[config.mk]
export PLATFORM = sky130hd
export DESIGN_NAME = raster_ntri_flat
export DESIGN_NICKNAME = d
export VERILOG_FILES = /design/src/rtl/raster_ntri_if.sv /design/src/rtl/raster_ntri.sv /design/src/flat_wrapper.sv
export SDC_FILE = /design/constraint.sdc
export NUM_CORES = 1
export LEC_CHECK = 0
export BUFFER_PORTS_ARGS = -buffer_cell sky130_fd_sc_hd__clkbuf_2
export CAP_MARGIN = 20
export CORE_UTILIZATION = 55
export CTS_CLUSTER_DIAMETER = 80
export CTS_CLUSTER_SIZE = 16
export DETAILED_ROUTE_END_ITERATION = 7
export GPL_TIMING_DRIVEN = 0
export HOLD_SLACK_MARGIN = 0.05
export PLACE_DENSITY = 0.78
export SETUP_SLACK_MARGIN = 0.2
export SYNTH_ARGS = -nofsm -noshare
export SYNTH_HDL_FRONTEND = slang
export SYNTH_SLANG_ARGS = --single-unit
[constraint.sdc]
create_clock -name clk -period 8.3 [get_ports clk]
set_input_delay 0.415 -clock clk [delete_from_list [all_inputs] [get_ports clk]]
set_output_delay 0.415 -clock clk [all_outputs]
set_load 0.05 [all_outputs]
[src/rtl/raster_ntri_if.sv]
// Pixel-side bundle of the NTRI rasteriser: VGA counters, per-line setup vectors,
// shading controls, texture ROM handshake and the shaded pixel result.
interface raster_ntri_if #(
  parameter int NTRI     = 2,
  parameter int EW       = 20,
  parameter int BW       = 22,
  parameter int TEX_BITS = 7
);
  localparam int IW = (NTRI > 1) ? $clog2(NTRI) : 1;

  logic [9:0]            x;
  logic [9:0]            y;
  logic [NTRI*3*EW-1:0]  edge_init;
  logic [NTRI*3*EW-1:0]  edge_step;
  logic [NTRI*2*BW-1:0]  bar_init;
  logic [NTRI*2*BW-1:0]  bar_step;
  logic                  cull_en;
  logic [1:0]            mode;
  logic [NTRI*6-1:0]     tri_color;
  logic [5:0]            bg_color;
  logic                  texel;
  logic [TEX_BITS-1:0]   tex_u;
  logic [TEX_BITS-1:0]   tex_v;
  logic [5:0]            rgb;
  logic                  hit;
  logic [IW-1:0]         hit_idx;
  logic                  back_face;

  modport master (
    output x, y, edge_init, edge_step, bar_init, bar_step, cull_en, mode,
           tri_color, bg_color, texel,
    input  tex_u, tex_v, rgb, hit, hit_idx, back_face
  );

  modport slave (
    input  x, y, edge_init, edge_step, bar_init, bar_step, cull_en, mode,
           tri_color, bg_color, texel,
    output tex_u, tex_v, rgb, hit, hit_idx, back_face
  );
endinterface

[src/rtl/raster_ntri.sv]
// Per-pixel rasteriser for NTRI triangles: steps edge functions and barycentrics along
// each VGA line, picks the lowest-index covering triangle and shades it to 6-bit rgb.
module raster_ntri #(
  parameter int NTRI     = 2,
  parameter int EW       = 20,
  parameter int BW       = 22,
  parameter int TEX_BITS = 7,
  parameter int PIX_DIV  = 2,
  parameter int H_ACTIVE = 640,
  parameter int H_TOTAL  = 800,
  parameter int V_ACTIVE = 480,
  parameter int V_TOTAL  = 525
) (
  input logic          clk,
  input logic          rst_n,
  raster_ntri_if.slave bus
);
  localparam int IW = (NTRI > 1) ? $clog2(NTRI) : 1;
  localparam int PW = $clog2(PIX_DIV);

  logic signed [EW-1:0] e_q [NTRI][3];
  logic signed [EW-1:0] e_d [NTRI][3];
  logic signed [BW-1:0] b_q [NTRI][2];
  logic signed [BW-1:0] b_d [NTRI][2];
  logic [TEX_BITS-1:0]  u_q [NTRI];
  logic [TEX_BITS-1:0]  u_d [NTRI];
  logic [TEX_BITS-1:0]  v_q [NTRI];
  logic [TEX_BITS-1:0]  v_d [NTRI];
  logic [PW-1:0]        phase_q, phase_d;
  logic [5:0]           rgb_q, rgb_d;
  logic                 hit_q, hit_d;
  logic [IW-1:0]        hit_idx_q, hit_idx_d;
  logic                 back_face_q, back_face_d;

  logic                 load_s, active_s;
  logic [NTRI-1:0]      front_s, back_s;
  logic                 sel_hit_s, sel_back_s;
  logic [IW-1:0]        sel_idx_s;
  logic [5:0]           color_s, shade_s;

  assign load_s   = (bus.x == 10'(H_TOTAL - 1)) &&
                    ((bus.y < 10'(V_ACTIVE)) || (bus.y == 10'(V_TOTAL - 1)));
  assign active_s = (bus.x < 10'(H_ACTIVE)) && (bus.y < 10'(V_ACTIVE));

  // Zero on any edge counts as outside for both windings.
  always_comb begin
    for (int t = 0; t < NTRI; t++) begin
      front_s[t] = e_q[t][0][EW-1] & e_q[t][1][EW-1] & e_q[t][2][EW-1];
      back_s[t]  = !e_q[t][0][EW-1] && (e_q[t][0] != '0) &&
                   !e_q[t][1][EW-1] && (e_q[t][1] != '0) &&
                   !e_q[t][2][EW-1] && (e_q[t][2] != '0);
    end
  end

  // Descending scan so the lowest covering index wins.
  always_comb begin
    sel_hit_s  = 1'b0;
    sel_idx_s  = '0;
    sel_back_s = 1'b0;
    for (int t = NTRI - 1; t >= 0; t--) begin
      if (front_s[t] || (back_s[t] && !bus.cull_en)) begin
        sel_hit_s  = 1'b1;
        sel_idx_s  = IW'(t);
        sel_back_s = !front_s[t];
      end else begin
        sel_hit_s  = sel_hit_s;
      end
    end
  end

  assign color_s = bus.tri_color[int'(hit_idx_q) * 6 +: 6];

  always_comb begin
    shade_s = 6'h00;
    if (!hit_q) begin
      shade_s = bus.bg_color;
    end else begin
      case (bus.mode)
        2'd0:    shade_s = bus.texel ? color_s : bus.bg_color;
        2'd1:    shade_s = bus.texel ? color_s : 6'h3F;
        2'd2:    shade_s = back_face_q ? ~color_s : color_s;
        default: shade_s = 6'h00;
      endcase
    end
  end

  // Load beats phase actions; pixel work only inside the active window.
  always_comb begin
    e_d         = e_q;
    b_d         = b_q;
    u_d         = u_q;
    v_d         = v_q;
    phase_d     = phase_q;
    rgb_d       = rgb_q;
    hit_d       = hit_q;
    hit_idx_d   = hit_idx_q;
    back_face_d = back_face_q;
    if (load_s) begin
      for (int t = 0; t < NTRI; t++) begin
        for (int k = 0; k < 3; k++) e_d[t][k] = bus.edge_init[(t*3+k)*EW +: EW];
        for (int j = 0; j < 2; j++) b_d[t][j] = bus.bar_init[(t*2+j)*BW +: BW];
      end
      phase_d = '0;
      rgb_d   = 6'h00;
    end else if (active_s) begin
      phase_d = (phase_q == PW'(PIX_DIV - 1)) ? '0 : phase_q + PW'(1);
      if (phase_q == '0) begin
        for (int t = 0; t < NTRI; t++) begin
          for (int j = 0; j < 2; j++) b_d[t][j] = b_q[t][j] + bus.bar_step[(t*2+j)*BW +: BW];
          u_d[t] = b_d[t][1][BW-3 -: TEX_BITS];
          v_d[t] = b_d[t][0][BW-3 -: TEX_BITS];
        end
        hit_d       = sel_hit_s;
        hit_idx_d   = sel_idx_s;
        back_face_d = sel_back_s;
      end else if (phase_q == PW'(PIX_DIV - 1)) begin
        rgb_d = shade_s;
        for (int t = 0; t < NTRI; t++) begin
          for (int k = 0; k < 3; k++) e_d[t][k] = e_q[t][k] + bus.edge_step[(t*3+k)*EW +: EW];
        end
      end else begin
        phase_d = phase_d;
      end
    end else begin
      rgb_d = 6'h00;
    end
  end

  // State register.
  always_ff @(posedge clk or negedge rst_n) begin
    if (!rst_n) begin
      for (int t = 0; t < NTRI; t++) begin
        for (int k = 0; k < 3; k++) e_q[t][k] <= '0;
        for (int j = 0; j < 2; j++) b_q[t][j] <= '0;
        u_q[t] <= '0;
        v_q[t] <= '0;
      end
      phase_q     <= '0;
      rgb_q       <= 6'h00;
      hit_q       <= 1'b0;
      hit_idx_q   <= '0;
      back_face_q <= 1'b0;
    end else begin
      e_q         <= e_d;
      b_q         <= b_d;
      u_q         <= u_d;
      v_q         <= v_d;
      phase_q     <= phase_d;
      rgb_q       <= rgb_d;
      hit_q       <= hit_d;
      hit_idx_q   <= hit_idx_d;
      back_face_q <= back_face_d;
    end
  end

  assign bus.tex_u     = u_q[hit_idx_q];
  assign bus.tex_v     = v_q[hit_idx_q];
  assign bus.rgb       = rgb_q;
  assign bus.hit       = hit_q;
  assign bus.hit_idx   = hit_idx_q;
  assign bus.back_face = back_face_q;
endmodule

[src/flat_wrapper.sv]
// flat-port wrapper written by rule: the top's interface ports become plain ports
module raster_ntri_flat 
#(
  parameter int NTRI     = 2,
  parameter int EW       = 20,
  parameter int BW       = 22,
  parameter int TEX_BITS = 7,
  parameter int PIX_DIV  = 2,
  parameter int H_ACTIVE = 640,
  parameter int H_TOTAL  = 800,
  parameter int V_ACTIVE = 480,
  parameter int V_TOTAL  = 525
)
  (clk, rst_n, bus_x, bus_y, bus_edge_init, bus_edge_step, bus_bar_init, bus_bar_step, bus_cull_en, bus_mode, bus_tri_color, bus_bg_color, bus_texel, bus_tex_u, bus_tex_v, bus_rgb, bus_hit, bus_hit_idx, bus_back_face);
  raster_ntri_if #(.NTRI(NTRI), .EW(EW), .BW(BW), .TEX_BITS(TEX_BITS)) bus_i ();
  input logic clk;
  input logic rst_n;
  input wire logic [$bits(bus_i.x)-1:0] bus_x;
  input wire logic [$bits(bus_i.y)-1:0] bus_y;
  input wire logic [$bits(bus_i.edge_init)-1:0] bus_edge_init;
  input wire logic [$bits(bus_i.edge_step)-1:0] bus_edge_step;
  input wire logic [$bits(bus_i.bar_init)-1:0] bus_bar_init;
  input wire logic [$bits(bus_i.bar_step)-1:0] bus_bar_step;
  input wire logic [$bits(bus_i.cull_en)-1:0] bus_cull_en;
  input wire logic [$bits(bus_i.mode)-1:0] bus_mode;
  input wire logic [$bits(bus_i.tri_color)-1:0] bus_tri_color;
  input wire logic [$bits(bus_i.bg_color)-1:0] bus_bg_color;
  input wire logic [$bits(bus_i.texel)-1:0] bus_texel;
  output wire logic [$bits(bus_i.tex_u)-1:0] bus_tex_u;
  output wire logic [$bits(bus_i.tex_v)-1:0] bus_tex_v;
  output wire logic [$bits(bus_i.rgb)-1:0] bus_rgb;
  output wire logic [$bits(bus_i.hit)-1:0] bus_hit;
  output wire logic [$bits(bus_i.hit_idx)-1:0] bus_hit_idx;
  output wire logic [$bits(bus_i.back_face)-1:0] bus_back_face;
  assign bus_i.x = bus_x;
  assign bus_i.y = bus_y;
  assign bus_i.edge_init = bus_edge_init;
  assign bus_i.edge_step = bus_edge_step;
  assign bus_i.bar_init = bus_bar_init;
  assign bus_i.bar_step = bus_bar_step;
  assign bus_i.cull_en = bus_cull_en;
  assign bus_i.mode = bus_mode;
  assign bus_i.tri_color = bus_tri_color;
  assign bus_i.bg_color = bus_bg_color;
  assign bus_i.texel = bus_texel;
  assign bus_tex_u = bus_i.tex_u;
  assign bus_tex_v = bus_i.tex_v;
  assign bus_rgb = bus_i.rgb;
  assign bus_hit = bus_i.hit;
  assign bus_hit_idx = bus_i.hit_idx;
  assign bus_back_face = bus_i.back_face;
  raster_ntri #(.NTRI(NTRI), .EW(EW), .BW(BW), .TEX_BITS(TEX_BITS), .PIX_DIV(PIX_DIV), .H_ACTIVE(H_ACTIVE), .H_TOTAL(H_TOTAL), .V_ACTIVE(V_ACTIVE), .V_TOTAL(V_TOTAL)) u_core (.clk(clk), .rst_n(rst_n), .bus(bus_i));
endmodule
Word level (Yosys, flattened, before mapping)
Cells that the tools add are included.
{"block": "totals", "register_bits": 246, "wordCells": 115}
{"block": "op_classes", "order_cmp": 3, "reduce_logical": 38, "n_shift": 1, "muxes": 28, "addsub": 11, "n_eq_ne": 6, "n_bitwise": 8, "multipliers": 1}
{"operator": "120-bit 2-to-1 mux", "count": 3}
{"operator": "88-bit 2-to-1 mux", "count": 3}
{"operator": "20-bit adder", "count": 6}
{"operator": "20-bit nonzero test", "count": 6}
{"operator": "22-bit adder", "count": 4}
{"operator": "6-bit 2-to-1 mux", "count": 7}
{"operator": "7-bit 2-to-1 mux", "count": 6}
{"operator": "12-bit by 32-bit indexed part select with 6-bit output", "count": 1}
{"operator": "10-bit == test (second input constant)", "count": 2}
{"operator": "6-bit case mux with 3 select lines", "count": 1}
{"operator": "1-bit logical AND", "count": 14}
{"operator": "10-bit < comparator (second input constant)", "count": 1}
{"operator": "10-bit by 9-bit < comparator with 1-bit output (second input constant)", "count": 1}
{"operator": "1-bit zero test", "count": 9}
{"operator": "1-bit 2-to-1 mux", "count": 8}
{"operator": "6-bit inverter", "count": 1}
{"operator": "1-bit bitwise AND", "count": 4}
{"operator": "2-bit AND reduction", "count": 2}
{"operator": "2-bit nonzero test", "count": 2}
{"operator": "1-bit logical OR", "count": 3}
{"operator": "1-bit by 2-bit multiplier with 3-bit output (second input constant)", "count": 1}
{"operator": "3-bit by 1-bit inequality test with 1-bit output (second input constant)", "count": 1}
{"operator": "3-bit AND reduction", "count": 1}
{"operator": "2-bit by 1-bit == test with 1-bit output (second input constant)", "count": 1}
{"operator": "7 further kinds", "count": 8}

Depth between registers and ports, before layout
{"block": "logic_depth", "word_depth": 10, "depth_mapped": 12, "depth_no_buf": 12}

Least setup slack after synthesis
Ideal clock, no wire load.
{"block": "synth_timing", "kind": "input-to-reg", "from": "input port bus_bar_step[66]", "to": "register u_core.b_q[18] in the netlist's numbering", "required_time_ns": 8.174, "t_arrival_ns": 2.689, "setup_slack_ns": 5.485, "n_path_buf": 0, "path_stages": 11, "cell_sequence": "ha_1 fa_1 a21o_1 a211oi_2 o21ai_2 a2111oi_4 o31ai_1 o41ai_2 xor2_1 nor2_1 a221o_1"}
{"block": "synth_via", "elab_chain_cells": 4}
{"element": "from (decl)", "line_no": "flat_wrapper.sv:23", "source": "input wire logic [$bits(bus_i.bar_step)-1:0] bus_bar_step;"}
{"element": "22-bit adder", "line_no": "raster_ntri.sv:109", "source": "for (int j = 0; j < 2; j++) b_d[t][j] = b_q[t][j] + bus.bar_step[(t*2+j)*BW +: BW];"}
{"element": "88-bit 2-to-1 mux", "line_no": "raster_ntri.sv:107", "source": "if (phase_q == '0) begin"}
{"element": "88-bit 2-to-1 mux", "line_no": "raster_ntri.sv:105", "source": "end else if (active_s) begin"}
{"element": "88-bit 2-to-1 mux", "line_no": "raster_ntri.sv:98", "source": "if (load_s) begin"}
{"element": "to (signal assigned)", "line_no": "raster_ntri.sv:145", "source": "b_q <= b_d;"}
{"element": "to (decl)", "line_no": "raster_ntri.sv:23", "source": "logic signed [BW-1:0] b_q [NTRI][2];"}
Every way passes these cells. The select of a mux whose other input is x is not followed.
A chain may end at the register's enable or synchronous reset.

Worst setup path in the final report
{"block": "layout_timing", "from": "register u_core.phase_q", "to": "register u_core.e_q[63] in the netlist's numbering"}
{"block": "layout_via", "elab_chain_cells": 2}
{"element": "from (decl)", "line_no": "raster_ntri.sv:29", "source": "logic [PW-1:0] phase_q, phase_d;"}
{"element": "from (signal assigned)", "line_no": "raster_ntri.sv:148", "source": "phase_q <= phase_d;"}
{"element": "2-bit nonzero test (no source line)"}
{"element": "2-bit AND reduction (no source line)"}
{"element": "to (signal assigned)", "line_no": "raster_ntri.sv:144", "source": "e_q <= e_d;"}
{"element": "to (decl)", "line_no": "raster_ntri.sv:21", "source": "logic signed [EW-1:0] e_q [NTRI][3];"}
Every way passes these cells.

==> flow_metrics.tcl <==
set metrics [dict create \
    status "complete, no violations" \
    port_buffers 466 \
    skew_ns 0.0148 \
    cts_resized 0 \
    globalRouteMet2Util_pct 69.3 \
    grt_max_degree 98 \
    syn_nets 2937 \
    use_met3_pct 8.60 \
    rows 68 \
    yosysSeqAreaShare_pct 31.0 \
    htree_levels 1 \
    comb_power_share_pct 60.2 \
    fin_setup_tns_ns 0 \
    synth_area_per_cell_um2 8.44 \
    seqCellArea_um2 5960 \
    cp_max_fo 10 \
    overflow 0 \
    hold_depth 3 \
    r2r-start "u_core.phase_q" \
    grt_use_total_pct 41.5 \
    fillCellCount 3072 \
    dr.pass1.iters 6 \
    slew_violations 0 \
    cts_tree "done" \
    p_leak_nw 11.2 \
    layout_commonest_cell "clkbuf_2" \
    power_mw 8.06 \
    hold_violations 0 \
    peakVddDrop_uv 214 \
    crit_path_end_kind "flip-flop" \
    rr_endpoint "u_core.e_q[63]" \
    r2r_cells 7 \
    drive_above_1_share_pct 20.0 \
    multi_input_area_um2 12700 \
    syn_to_final_growth_pct 19.1 \
    fin_crit_ns 3.57 \
    synth_edf_count 0 \
    clockBufferDepth 3 \
    setup_violations 0 \
    grt-busiest-layer "met2" \
    pwr-share-seq_pct 26.8 \
    worst_hold_path_type "primary input to flip-flop" \
    yosys.area.top_type "dfrtp_1" \
    drt-total-wl_um 75800 \
    ys_warn_count 0 \
    required_ns 8.76 \
    die_x_um 189 \
    net-switching-power_mw 3.74 \
    arrival_ns 4.03 \
    die_area_um2 35700 \
    met1_usage_pct 50.4 \
    finalHoldWorstSlack_ns 0.0888 \
    place_inst 3200 \
    maxCapViolCount 0 \
    hold_start "bus_edge_init[6]" \
    place_hpwl_um 59000 \
    fin_crit_sh_pct 43.1 \
    critPathLaunch "u_core.phase_q" \
    vias 20600 \
    pwr-share-clk_pct 13.0 \
    worstSetupPathType "flip-flop to flip-flop" \
    rsz0062_at_grt "no" \
    drcViolationCount 0 \
    r2r_slack_ns 4.73 \
    core_area_um2 34500 \
    post_cts_buffers 0 \
    clkTransAtPathRegs_ns 0.08 \
    dp_slack_ns 4.38 \
    final_area_um2 22900 \
    power.density_nw_per_um2 352 \
    ys_types 83 \
    synthTopCellsByArea "dfrtp_1 31%, ha_1 12%, a21oi_1 6.4%" \
    synth_ff_type "dfrtp_1" \
    synth-seq-cells 238 \
    drtIter0Drc 1603 \
    clock_sinks 238 \
    sw_frac_of_total_pct 46.4 \
    dpl-instance-area_um2 22200 \
    hold_path_end "u_core.e_q[106]" \
    final_cell_mix "465 x clkbuf_2, 255 x nor2_1, 244 x a21oi_1" \
    start_kind "flip-flop" \
    worstSkewPairLatency_ns 0.53 \
    wl_per_cell_um 23.4 \
    max-slew-margin-rel_pct 23.9 \
    p_int_mw 4.32 \
    ant_nets 0 \
    ys_async_sr_fraction_pct 100 \
    fin_util_pct 66.4 \
    die_h_um 189 \
    grt_pass1_vias 20100 \
    max_freq_mhz 280 \
    worstMarginPinSlew_ns 1.14 \
    syn_inst 2277 \
    synth.top_cell.area_share_pct 31.0 \
    setup_ws_ns 4.73 \
    nets 3428 \
    cts_root_buf "clkbuf_16" \
    fin_cells 3247 \
    cts_buffers 20 \
    pin_count 483 \
    viasPerCell 6.34 \
    syn-cell-area_um2 19200 \
    grt_first_pass_wirelength_um 114000 \
    gp_congestion 0.979 \
    initial_core_util_pct 55.7 \
    antenna_found_initial 18 \
]
[power groups by stage]
| stage | logic, mW | clock network (mW) | registers [mW] |
|---|---|---|---|
| floorplan | 3.69 | 0 | 2.04 |
| global placement | 4.60 | 0 | 2.14 |
| detailed placement | 4.72 | 0 | 2.16 |
| CTS | 4.76 | 1.04 | 2.14 |
| global route | 5.35 | 1.08 | 2.21 |
| finish | 4.85 | 1.05 | 2.16 |
[state kept, by name (all words and copies together) (netlist names)]
register / flops
u_core.bus.back_face: 1
u_core.bus.hit_idx: 1
u_core.phase_q: 1
u_core.bus.rgb: 6
u_core.b_q: 80
u_core.e_q: 120
u_core.bus.hit: 1
u_core.u_q: 14
u_core.v_q: 14
[worst max-delay path: stages, from the launching register on]
cell,delay [ns]
dfrtp_1,0.38
clkbuf_1,0.32
nand2_1,0.36
clkbuf_1,0.67
clkbuf_1,0.66
buf_1,0.76
o22ai_1,0.20
nor2_1,0.15
[cell type report]
| class | instances | share of cell area (%) |
|---|---|---|
| Multi-Input combinational cell | 1906 | 55.7 |
| Sequential cell | 238 | 26.0 |
| Timing Repair Buffer | 469 | 10.5 |
| Clock buffer | 25 | 2.49 |
| Tap cell | 455 | 2.49 |
| Buffer | 91 | 1.56 |
| Inverter | 42 | 0.689 |
| Clock inverter | 5 | 0.372 |
| Antenna cell | 16 | 0.175 |
[cell families (layout without fill, tap and decap cells)]
| kind of cell | count (synthesis) | in the layout | share of synthesized area (%) |
|---|---|---|---|
| multiplexers | 32 | 32 | 1.77 |
| AO/OA/AOI/OAI | 791 | 791 | 26.2 |
| adder cells (fa/ha/maj) | 200 | 200 | 13.4 |
| other | 0 | 16 | 0 |
| AND/OR/NAND/NOR | 721 | 721 | 17.5 |
| XOR/XNOR | 162 | 162 | 7.39 |
| buffers and inverters | 133 | 632 | 2.68 |
| flip-flops | 238 | 238 | 31.0 |
[synth_stat cells (10+ instances only)]
cell / n
a211oi_1: 27
a21o_1: 78
a21oi_1: 244
a221o_1: 18
a22oi_1: 47
a31oi_1: 36
and3_1: 42
buf_2: 13
clkbuf_1: 73
dfrtp_1: 238
fa_1: 10
ha_1: 190
inv_1: 42
mux2_2: 15
mux2i_1: 17
nand2_1: 209
nand2b_1: 23
nand3_1: 43
nor2_1: 255
nor3_1: 27
nor3b_1: 11
nor4_1: 35
o21a_1: 16
o21ai_0: 165
o21bai_1: 30
o22ai_1: 43
or3_1: 19
xnor2_1: 88
xor2_1: 74
[repair_timing]
action                     CTS  global route
hold endpoints to repair    54             0
hold buffers                 1             0
setup endpoints to repair    0             0
[worst max-delay path by stage]
stage,end,slack (ns)
finish,u_core.e_q[63],4.73
global route,u_core.e_q[62],4.64
CTS,u_core.e_q[63],4.82
detailed placement,u_core.e_q[86],4.38
global placement,u_core.b_q[46],1.59
floorplan,u_core.b_q[18],5.49
[per-layer routing]
metal / share of wire, % / vias to the layer above
met1: 38 / 9802
met5: 0.067 / -
li1: - / 9407
met3: 9.4 / 246
met2: 46 / 1119
met4: 5.9 / 8
(Power assumes the default switching activity.)
